## src/rtl/demux4_pkg.sv

```systemverilog
// Shared constants for the demux4 dispatcher: channel count, mode encodings and FSM states.
// Used by demux4_dispatch and rr_pick4.
package demux4_pkg;

   localparam int NCH = 4;

   localparam logic MODE_RR  = 1'b0;
   localparam logic MODE_DIR = 1'b1;

   localparam logic [0:0] ST_IDLE  = 1'b0;
   localparam logic [0:0] ST_BURST = 1'b1;

   function automatic logic [NCH-1:0] chan_onehot(input logic [1:0] idx);
      return 4'b0001 << idx;
   endfunction

endpackage

```

## src/rtl/demux4_dispatch_rr_pick4.sv

```systemverilog
// Rotate-priority picker: first enabled channel after ptr, searching ptr+1, ptr+2, ... (mod 4).
// Purely combinational; found=0 when no channel is enabled.
module rr_pick4
   import demux4_pkg::*;
(
   input  logic [1:0]     ptr,
   input  logic [NCH-1:0] chan_en,
   output logic           found,
   output logic [1:0]     idx
);

   logic [1:0]     cand [NCH];
   logic [NCH-1:0] hit;

   genvar gi;
   generate
      for (gi = 0; gi < NCH; gi++) begin : g_cand
         assign cand[gi] = ptr + 2'(gi + 1);
         assign hit[gi]  = chan_en[cand[gi]];
      end
   endgenerate

   // Scan from the farthest candidate down so the nearest hit wins.
   always_comb begin
      found = |hit;
      idx   = cand[0];
      for (int k = NCH - 1; k >= 0; k--) begin
         if (hit[k]) idx = cand[k];
      end
   end

endmodule

```

## src/rtl/demux4_dispatch.sv

```systemverilog
// Burst dispatcher feeding a 1-to-4 demux: grants the input stream to one channel for BURST beats.
// Define DEMUX4_DISPATCH_STATS_EN to add saturating per-channel delivered-beat counters (beat_cnt).
module demux4_dispatch
   import demux4_pkg::*;
#(
   parameter int DW    = 8,
   parameter int BURST = 4
`ifdef DEMUX4_DISPATCH_STATS_EN
   ,
   parameter int CNT_W = 16
`endif
)(
   input  logic              clk,
   input  logic              rst,
   input  logic              mode,
   input  logic [1:0]        dest,
   input  logic [NCH-1:0]    chan_en,
   input  logic              in_valid,
   input  logic [DW-1:0]     in_data,
   output logic              in_ready,
   output logic [NCH-1:0]    out_valid,
   output logic [DW-1:0]     out_data,
   input  logic [NCH-1:0]    out_ready,
   output logic [1:0]        cur_chan,
   output logic              busy
`ifdef DEMUX4_DISPATCH_STATS_EN
   ,
   output logic [NCH*CNT_W-1:0] beat_cnt
`endif
);

   localparam int BCW = (BURST > 1) ? $clog2(BURST) : 1;

   logic [0:0]    state_reg, state_next;
   logic [1:0]    cur_chan_reg, cur_chan_next;
   logic [1:0]    ptr_reg, ptr_next;
   logic [BCW-1:0] bcnt_reg, bcnt_next;
   logic          full_reg, full_next;
   logic [1:0]    reg_chan_reg, reg_chan_next;
   logic [DW-1:0] data_reg, data_next;

   logic          rr_found;
   logic [1:0]    rr_idx;
   logic          accept;
   logic          drain;
   logic          last_beat;

   rr_pick4 u_pick (
      .ptr     (ptr_reg),
      .chan_en (chan_en),
      .found   (rr_found),
      .idx     (rr_idx)
   );

   // The output stage may drain and reload in the same cycle, giving 1 beat/clk.
   assign drain     = full_reg && out_ready[reg_chan_reg];
   assign in_ready  = (state_reg == ST_BURST) && chan_en[cur_chan_reg] && (!full_reg || out_ready[reg_chan_reg]);
   assign accept    = in_valid && in_ready;
   assign last_beat = (bcnt_reg == BCW'(BURST - 1));

   always_comb begin
      state_next    = state_reg;
      cur_chan_next = cur_chan_reg;
      ptr_next      = ptr_reg;
      bcnt_next     = bcnt_reg;
      case (state_reg)
         ST_IDLE: begin
            bcnt_next = '0;
            if (mode == MODE_DIR) begin
               if (chan_en[dest]) begin
                  state_next    = ST_BURST;
                  cur_chan_next = dest;
               end
            end else if (rr_found) begin
               state_next    = ST_BURST;
               cur_chan_next = rr_idx;
            end
         end
         ST_BURST: begin
            if (!chan_en[cur_chan_reg]) begin
               state_next = ST_IDLE;
               bcnt_next  = '0;
               ptr_next   = cur_chan_reg;
            end else if (accept) begin
               if (last_beat) begin
                  state_next = ST_IDLE;
                  bcnt_next  = '0;
                  ptr_next   = cur_chan_reg;
               end else begin
                  bcnt_next = bcnt_reg + BCW'(1);
               end
            end
         end
         default: state_next = ST_IDLE;
      endcase
   end

   always_comb begin
      full_next     = full_reg;
      reg_chan_next = reg_chan_reg;
      data_next     = data_reg;
      if (accept) begin
         full_next     = 1'b1;
         reg_chan_next = cur_chan_reg;
         data_next     = in_data;
      end else if (drain) begin
         full_next = 1'b0;
      end
   end

   always_ff @(posedge clk) begin
      if (rst) begin
         state_reg    <= ST_IDLE;
         cur_chan_reg <= 2'd0;
         ptr_reg      <= 2'd3;
         bcnt_reg     <= '0;
         full_reg     <= 1'b0;
         reg_chan_reg <= 2'd0;
         data_reg     <= '0;
      end else begin
         state_reg    <= state_next;
         cur_chan_reg <= cur_chan_next;
         ptr_reg      <= ptr_next;
         bcnt_reg     <= bcnt_next;
         full_reg     <= full_next;
         reg_chan_reg <= reg_chan_next;
         data_reg     <= data_next;
      end
   end

   // chan_en deliberately does not gate out_valid: a held beat always drains.
   assign out_valid = full_reg ? chan_onehot(reg_chan_reg) : '0;
   assign out_data  = data_reg;
   assign cur_chan  = cur_chan_reg;
   assign busy      = (state_reg == ST_BURST);

`ifdef DEMUX4_DISPATCH_STATS_EN
   genvar gi;
   generate
      for (gi = 0; gi < NCH; gi++) begin : g_stats
         logic [CNT_W-1:0] cnt_reg;
         always_ff @(posedge clk) begin
            if (rst) begin
               cnt_reg <= '0;
            end else if (out_valid[gi] && out_ready[gi] && (cnt_reg != '1)) begin
               cnt_reg <= cnt_reg + CNT_W'(1);
            end
         end
         assign beat_cnt[gi*CNT_W +: CNT_W] = cnt_reg;
      end
   endgenerate
`endif

endmodule

```

## config.mk

```make
export PLATFORM = sky130hd
export DESIGN_NAME = demux4_dispatch
export DESIGN_NICKNAME = d
export VERILOG_FILES = /design/src/rtl/demux4_pkg.sv /design/src/rtl/demux4_dispatch_rr_pick4.sv /design/src/rtl/demux4_dispatch.sv
export SDC_FILE = /design/constraint.sdc
export NUM_CORES = 1
export LEC_CHECK = 0
export ABC_AREA = 1
export CAP_MARGIN = 15
export CORE_MARGIN = 1.5
export CORE_UTILIZATION = 25
export CTS_CLUSTER_SIZE = 20
export DETAILED_ROUTE_END_ITERATION = 8
export PLACE_DENSITY = 0.46
export RECOVER_POWER = 25
export SLEW_MARGIN = 20
export SYNTH_ARGS = -nofsm -noshare
export SYNTH_HDL_FRONTEND = slang
export SYNTH_SLANG_ARGS = --single-unit
```

## constraint.sdc

```tcl
create_clock -name clk -period 4.4 [get_ports clk]
set_clock_uncertainty 0.1 [all_clocks]
set_input_delay 0.44 -clock clk [delete_from_list [all_inputs] [get_ports clk]]
set_output_delay 0.44 -clock clk [all_outputs]
set_load 0.02 [all_outputs]
```

==> results of run 1 <==
worst max path at each step:
stage / start / endpoint / slack [ns] / depth (start not counted)
6_report: chan_en[2] / in_ready / 1.50 / 8
5_1_grt: chan_en[2] / in_ready / 1.35 / 8
4_1_cts: chan_en[2] / in_ready / 1.48 / 8
3_5_place_dp: chan_en[2] / in_ready / 1.49 / 8
3_3_place_gp: chan_en[2] / in_ready / 1.53 / 8
2_1_floorplan: cur_chan[0] / in_ready / 2.65 / 6
worst max-delay path, cell delays in order:
cell             delay (ns)
clkdlybuf4s50_1        0.51
inv_1                  0.07
o211ai_1               0.15
nand2_1                0.11
nor2_2                 0.18
inv_2                  0.07
nor2_4                 0.19
clkdlybuf4s50_1        0.65
synth_stat cells:
cell      number
ha_1           1
nand4_1        2
o21ai_0        7
o211ai_1       2
nand2_2        6
xnor2_1        1
nor3_1         5
a21oi_1       10
inv_1         18
nand3_4        1
nor2_2         1
nand3_1       27
dfxtp_1       18
buf_12         1
inv_2          3
nor2_4         1
o21ai_1        2
xor2_1         1
a21oi_2        6
nor2_1         4
nand3b_1       2
o21ai_2        1
nand2_1       39
clkbuf_1       1
buf_2          2
or2_4          1
metrics by stage:
step / power, W / hold slack (ns) / util, % / cell area [µm²]
after CTS: 0.000506 / 0.351 / 37.9 / 1560
after detailed placement: 0.000367 / 0.340 / 36.5 / 1500
final: 0.000498 / 0.347 / 37.9 / 1560
after floorplan: 0.000307 / 0.327 / - / 1100
after global routing: 0.000535 / 0.368 / 37.9 / 1560
after global placement: 0.000366 / 0.341 / 36.5 / 1500
report_power, final:
part	internal, W	total [W]	switching [W]
Clock	0.0000795	0.000137	0.0000579
Combinational	0.0000716	0.000167	0.0000951
Sequential	0.000176	0.000194	0.0000180
Total	0.000327	0.000498	0.000171
cells by family (layout without fill, tap and decap cells):
logic type / count (synthesis) / after routing / share of synthesized area (%)
AND/OR/NAND/NOR: 89 / 89 / 39.0
XOR/XNOR: 2 / 2 / 1.59
adder cells (fa/ha/maj): 1 / 1 / 1.13
AO/OA/AOI/OAI: 28 / 28 / 15.5
buffers and inverters: 25 / 62 / 10.2
flip-flops: 18 / 18 / 32.6
metal layers:
| layer | GRT usage, % | part of all wire [%] | vias to the layer above |
|---|---|---|---|
| li1 | - | - | 617 |
| met3 | 4.22 | 6.3 | 2 |
| met1 | 15.3 | 46 | 530 |
| met5 | 0 | 0 | - |
| met4 | 2.18 | 0.53 | 0 |
| met2 | 20.9 | 47 | 33 |
cell type report:
type,count,area [µm²]
flip-flops and latches,18,360
well taps,50,62.6
inverters,21,78.8
clock buffers,4,55.1
multi-input cells,120,632
fillers,425,2560
repair buffers,37,370
==> impl_metrics.toml, run 1 <==
[grt]
globalRouteTotalUtil_pct = 12.3
grt_start_max_net_pins = 20
grt_first_pass_wirelength_um = 5020
antenna_found_initial = 0
grt_pass1_vias = 1164
grt.overflow.total = 0

[timing]
post-route-worst-setup-slack_ns = 1.50
max-slew-margin-rel_pct = 59.4
finalSetupViolations = 0
timing.final.crit_period_ns = 2.90
max_clock_freq_mhz = 344
setup_repair_after_global_routing_missed_its_margin = "false"
finalSetupTns_ns = 0
hold_viol_final = 0
final.period_utilization_pct = 66.0
worst_pin_slew_ns = 0.607
final-max-slew-violation-count = 0

[logic_synthesis]
yosys_warnings = 0
synth.distinct_cells = 26
syn_inst = 163
synth_nets = 186
avgSynthCellArea_um2 = 6.78
sequential_cell_area_fraction_in_the_yosys_report_pct = 32.6
post_synth_main_area_contributors = "dfxtp_1 (33%), nand2_1 (13%), nand3_1 (12%)"
postSynthRegisterBits = 18
mapped_area_mm2 = 0.00110
netlist.top_cell.by_area = "dfxtp_1"
synth.top_cell.area_share_pct = 32.6

[placed_design]
pre_cts_slack_ns = 1.49
detailedPlacementHpwl_um = 2160
io_buffer_count = 37
finalWeightedCongestion = 0.933
placed_cells = 246

[finish]
layout_cell_share_with_drive_strength_beyond_1_pct = 12.0
final_net_count = 224
num_antenna_cells = 0
area_growth_pct = 41.1
fin_cells = 250
largest_register_ffs = 8
commonest_non_fill_non_tap_cell_in_the_layout = "nand2_1"
layout.cells.most_common_list = "nand2_1 (39), clkdlybuf4s50_1 (29), nand3_1 (27)"

[critical_path]
worstPathMaxFanout = 9
regToRegEndpoint = "busy"
reg2reg_depth = 7
critPathKind = "in -> out"
crit_path_end_kind = "primary output"
regToRegSetupSlack_ns = 2.55
worst_setup_path_start_kind = "input port"
cp.arrival_ns = 2.36
crit-reg2reg-launch = "cur_chan[0]"
worst-endpoint-required_ns = 3.86

[min_path]
worstHoldEndpoint = "bcnt_reg[1]"
hold_path_startpoint = "bcnt_reg[1]"
holdPathStages = 2
timing.hold.worst.class = "reg -> reg"

[clocking]
cts-root-buf = "clkbuf_8"
clockBufferDepth = 2
cts_max_level = 1
cts.repair_timing.setup_buffer_count = 0
tritoncts = "yes"
numCtsBuffers = 3
cts.sink_count = 18
insertion_delay_ns = 0.25
ctsResizeCount = 0
worst_setup_hold_path_clk_slew_ns = 0.07
postCtsHoldBufs = 0

[floorplan]
die-height_um = 69.5
rows = 23
fp.dieW_um = 69.5
initial_core_util_pct = 26.8
number_of_top_level_pins = 38
dieArea_mm2 = 0.00483
core_mm2 = 0.00412

[detailed_routing]
postRouteAntennaNets = 0
via_count = 1182
route.detailed.wl_per_inst_um = 11.3
drt_wl_total_um = 2830
drt_pass1_iterations = 4
via_per_inst = 4.73
drc = 0
dr.first_iter.drc_count = 83

[power]
leakage_nw = 0.674
power.density_mw_per_mm2 = 320
max-vdd-ir-drop_uv = 212

[outcome]
status = "complete, no violations"

[flow_run]
maxCapViolations = 0
Note: power is estimated with default switching activity, not from simulation.
==> run 2, diff against run 1 <==
--- a/config.mk
+++ b/config.mk
@@ -11,7 +11,7 @@
 export CORE_UTILIZATION = 25
 export CTS_CLUSTER_SIZE = 20
 export DETAILED_ROUTE_END_ITERATION = 8
-export PLACE_DENSITY = 0.46
+export PLACE_DENSITY = 0.48
 export RECOVER_POWER = 25
 export SLEW_MARGIN = 20
 export SYNTH_ARGS = -nofsm -noshare
==> constraint.sdc (replaced) <==
create_clock -name clk -period 2.4 [get_ports clk]
set_clock_uncertainty 0.1 [all_clocks]
set_input_delay 0.24 -clock clk [delete_from_list [all_inputs] [get_ports clk]]
set_output_delay 0.24 -clock clk [all_outputs]
set_load 0.02 [all_outputs]
==> run 2 against run 1 <==
- setup slack got worse by 1.0 ns
- count of clock-buffer cells in the layout did not move
- design area is 2.1% higher
- wire length is 1.7% higher
- critical endpoint unchanged
- via count down 0.68%
- global-route usage shrank 0.24 points
- largest power group unchanged
==> impl_metrics.toml, run 2 (synthesized netlist as in run 1, its figures left out) <==
[critical_path]
cp.arrival_ns = 1.59
critPathKind = "in -> out"
worst_setup_path_start_kind = "input port"
crit_path_end_kind = "primary output"
worst-endpoint-required_ns = 2.06
worstPathMaxFanout = 4

[finish]
layout.cells.most_common_list = "nand2_1 (39), clkdlybuf4s50_1 (28), nand3_1 (27)"
num_antenna_cells = 0
area_growth_pct = 44.1
largest_register_ffs = 8
final_net_count = 228
layout_cell_share_with_drive_strength_beyond_1_pct = 13.7
commonest_non_fill_non_tap_cell_in_the_layout = "nand2_1"
fin_area_mm2 = 0.00159

[detailed_routing]
via_per_inst = 4.62
postRouteAntennaNets = 0
route.detailed.wl_per_inst_um = 11.4
drc = 0
via_count = 1174
drt_pass1_iterations = 4
dr.first_iter.drc_count = 41
drt_wl_total_um = 2880

[floorplan]
fp.dieW_um = 69.5
number_of_top_level_pins = 38
dieArea_mm2 = 0.00483
die-height_um = 69.5
initial_core_util_pct = 26.8
rows = 23
core_mm2 = 0.00412

[timing]
finalSetupViolations = 0
finalSetupTns_ns = 0
final-max-slew-violation-count = 0
hold_viol_final = 0
max_clock_freq_mhz = 517
max-slew-margin-rel_pct = 74.8
worst_pin_slew_ns = 0.377
timing.final.crit_period_ns = 1.93
setup_repair_after_global_routing_missed_its_margin = "false"
final.period_utilization_pct = 80.6

[grt]
globalRouteTotalUtil_pct = 12.1
grt_first_pass_wirelength_um = 4930
grt_pass1_vias = 1106
antenna_found_initial = 0
grt.overflow.total = 0
grt_start_max_net_pins = 12

[clocking]
insertion_delay_ns = 0.25
clockBufferDepth = 2
cts-root-buf = "clkbuf_8"
worst_setup_hold_path_clk_slew_ns = 0.07
cts.sink_count = 18
numCtsBuffers = 3
cts_max_level = 1
tritoncts = "yes"

[placed_design]
finalWeightedCongestion = 0.811
detailed_place.area_mm2 = 0.00153
detailedPlacementHpwl_um = 2290
io_buffer_count = 37

[outcome]
status = "complete, no violations"

[min_path]
timing.hold.worst.class = "reg -> reg"

[power]
leakage_nw = 0.710
max-vdd-ir-drop_uv = 378
power.density_mw_per_mm2 = 577
post-layout-total-power_w = 0.000919

[flow_run]
maxCapViolations = 0
run 2: changes by cell type in the layout (fill, tap and decap cells not counted), sizes merged:
cell	change
buf	+4
dlymetal6s2s	+1
clkdlybuf4s50	-1
run 2: repair_timing:
action | 4_1_cts | 5_1_grt
setup buffers | 0 | 0
hold buffers | 0 | 0
endpoints found under the hold margin | 0 | 0
resized for setup | 0 | 1
endpoints found under the setup margin | 0 | 1
run 2: critical path: stages:
cell and delay (ns):
clkdlybuf4s50_1 0.54, inv_1 0.08, o21ai_1 0.14, nand2_1 0.09, nor2_2 0.12, inv_2 0.06
nor2_4 0.08, dlymetal6s2s_1 0.23
run 2: worst paths after layout:
check             depth (start not counted)         from     endpoint  slack [ns]
hold reg to reg                           2  bcnt_reg[1]  bcnt_reg[1]        0.36
setup reg to reg                         12   ptr_reg[0]  cur_chan[0]        0.69
hold / removal                            2  bcnt_reg[1]  bcnt_reg[1]        0.36
setup / recovery                          8   chan_en[0]     in_ready        0.47
run 2: final cells by class:
type / instances / area, µm²
fillers: 441 / 2520
multi-input cells: 120 / 632
repair buffers: 41 / 403
flip-flops and latches: 18 / 360
inverters: 21 / 78.8
well taps: 50 / 62.6
clock buffers: 4 / 55.1
run 2: layer usage:
layer	vias to the layer above	part of all wire [%]	track usage [%]	wire, µm
met1	521	48	15.7	1370
met4	0	0.94	3.27	27
met5	-	0	0	0
met2	27	47	20.0	1360
li1	624	-	-	-
met3	2	4.3	2.91	123
run 2: through the flow:
step / util [%] / std cells / setup slack [ns] / hold slack [ns]
final: 38.7 / 254 / 0.465 / 0.357
after global routing: 38.7 / 254 / 0.353 / 0.378
after CTS: 38.6 / 254 / 0.0779 / 0.361
after detailed placement: 37.3 / 250 / 0.0905 / 0.351
after global placement: 37.3 / 250 / 0.108 / 0.335
after floorplan: - / 163 / 0.780 / 0.254
run 2: report_power, final:
group	switching, W	internal, W
Clock	0.0000988	0.000146
Sequential	0.0000329	0.000323
Combinational	0.000178	0.000140
Total	0.000309	0.000609
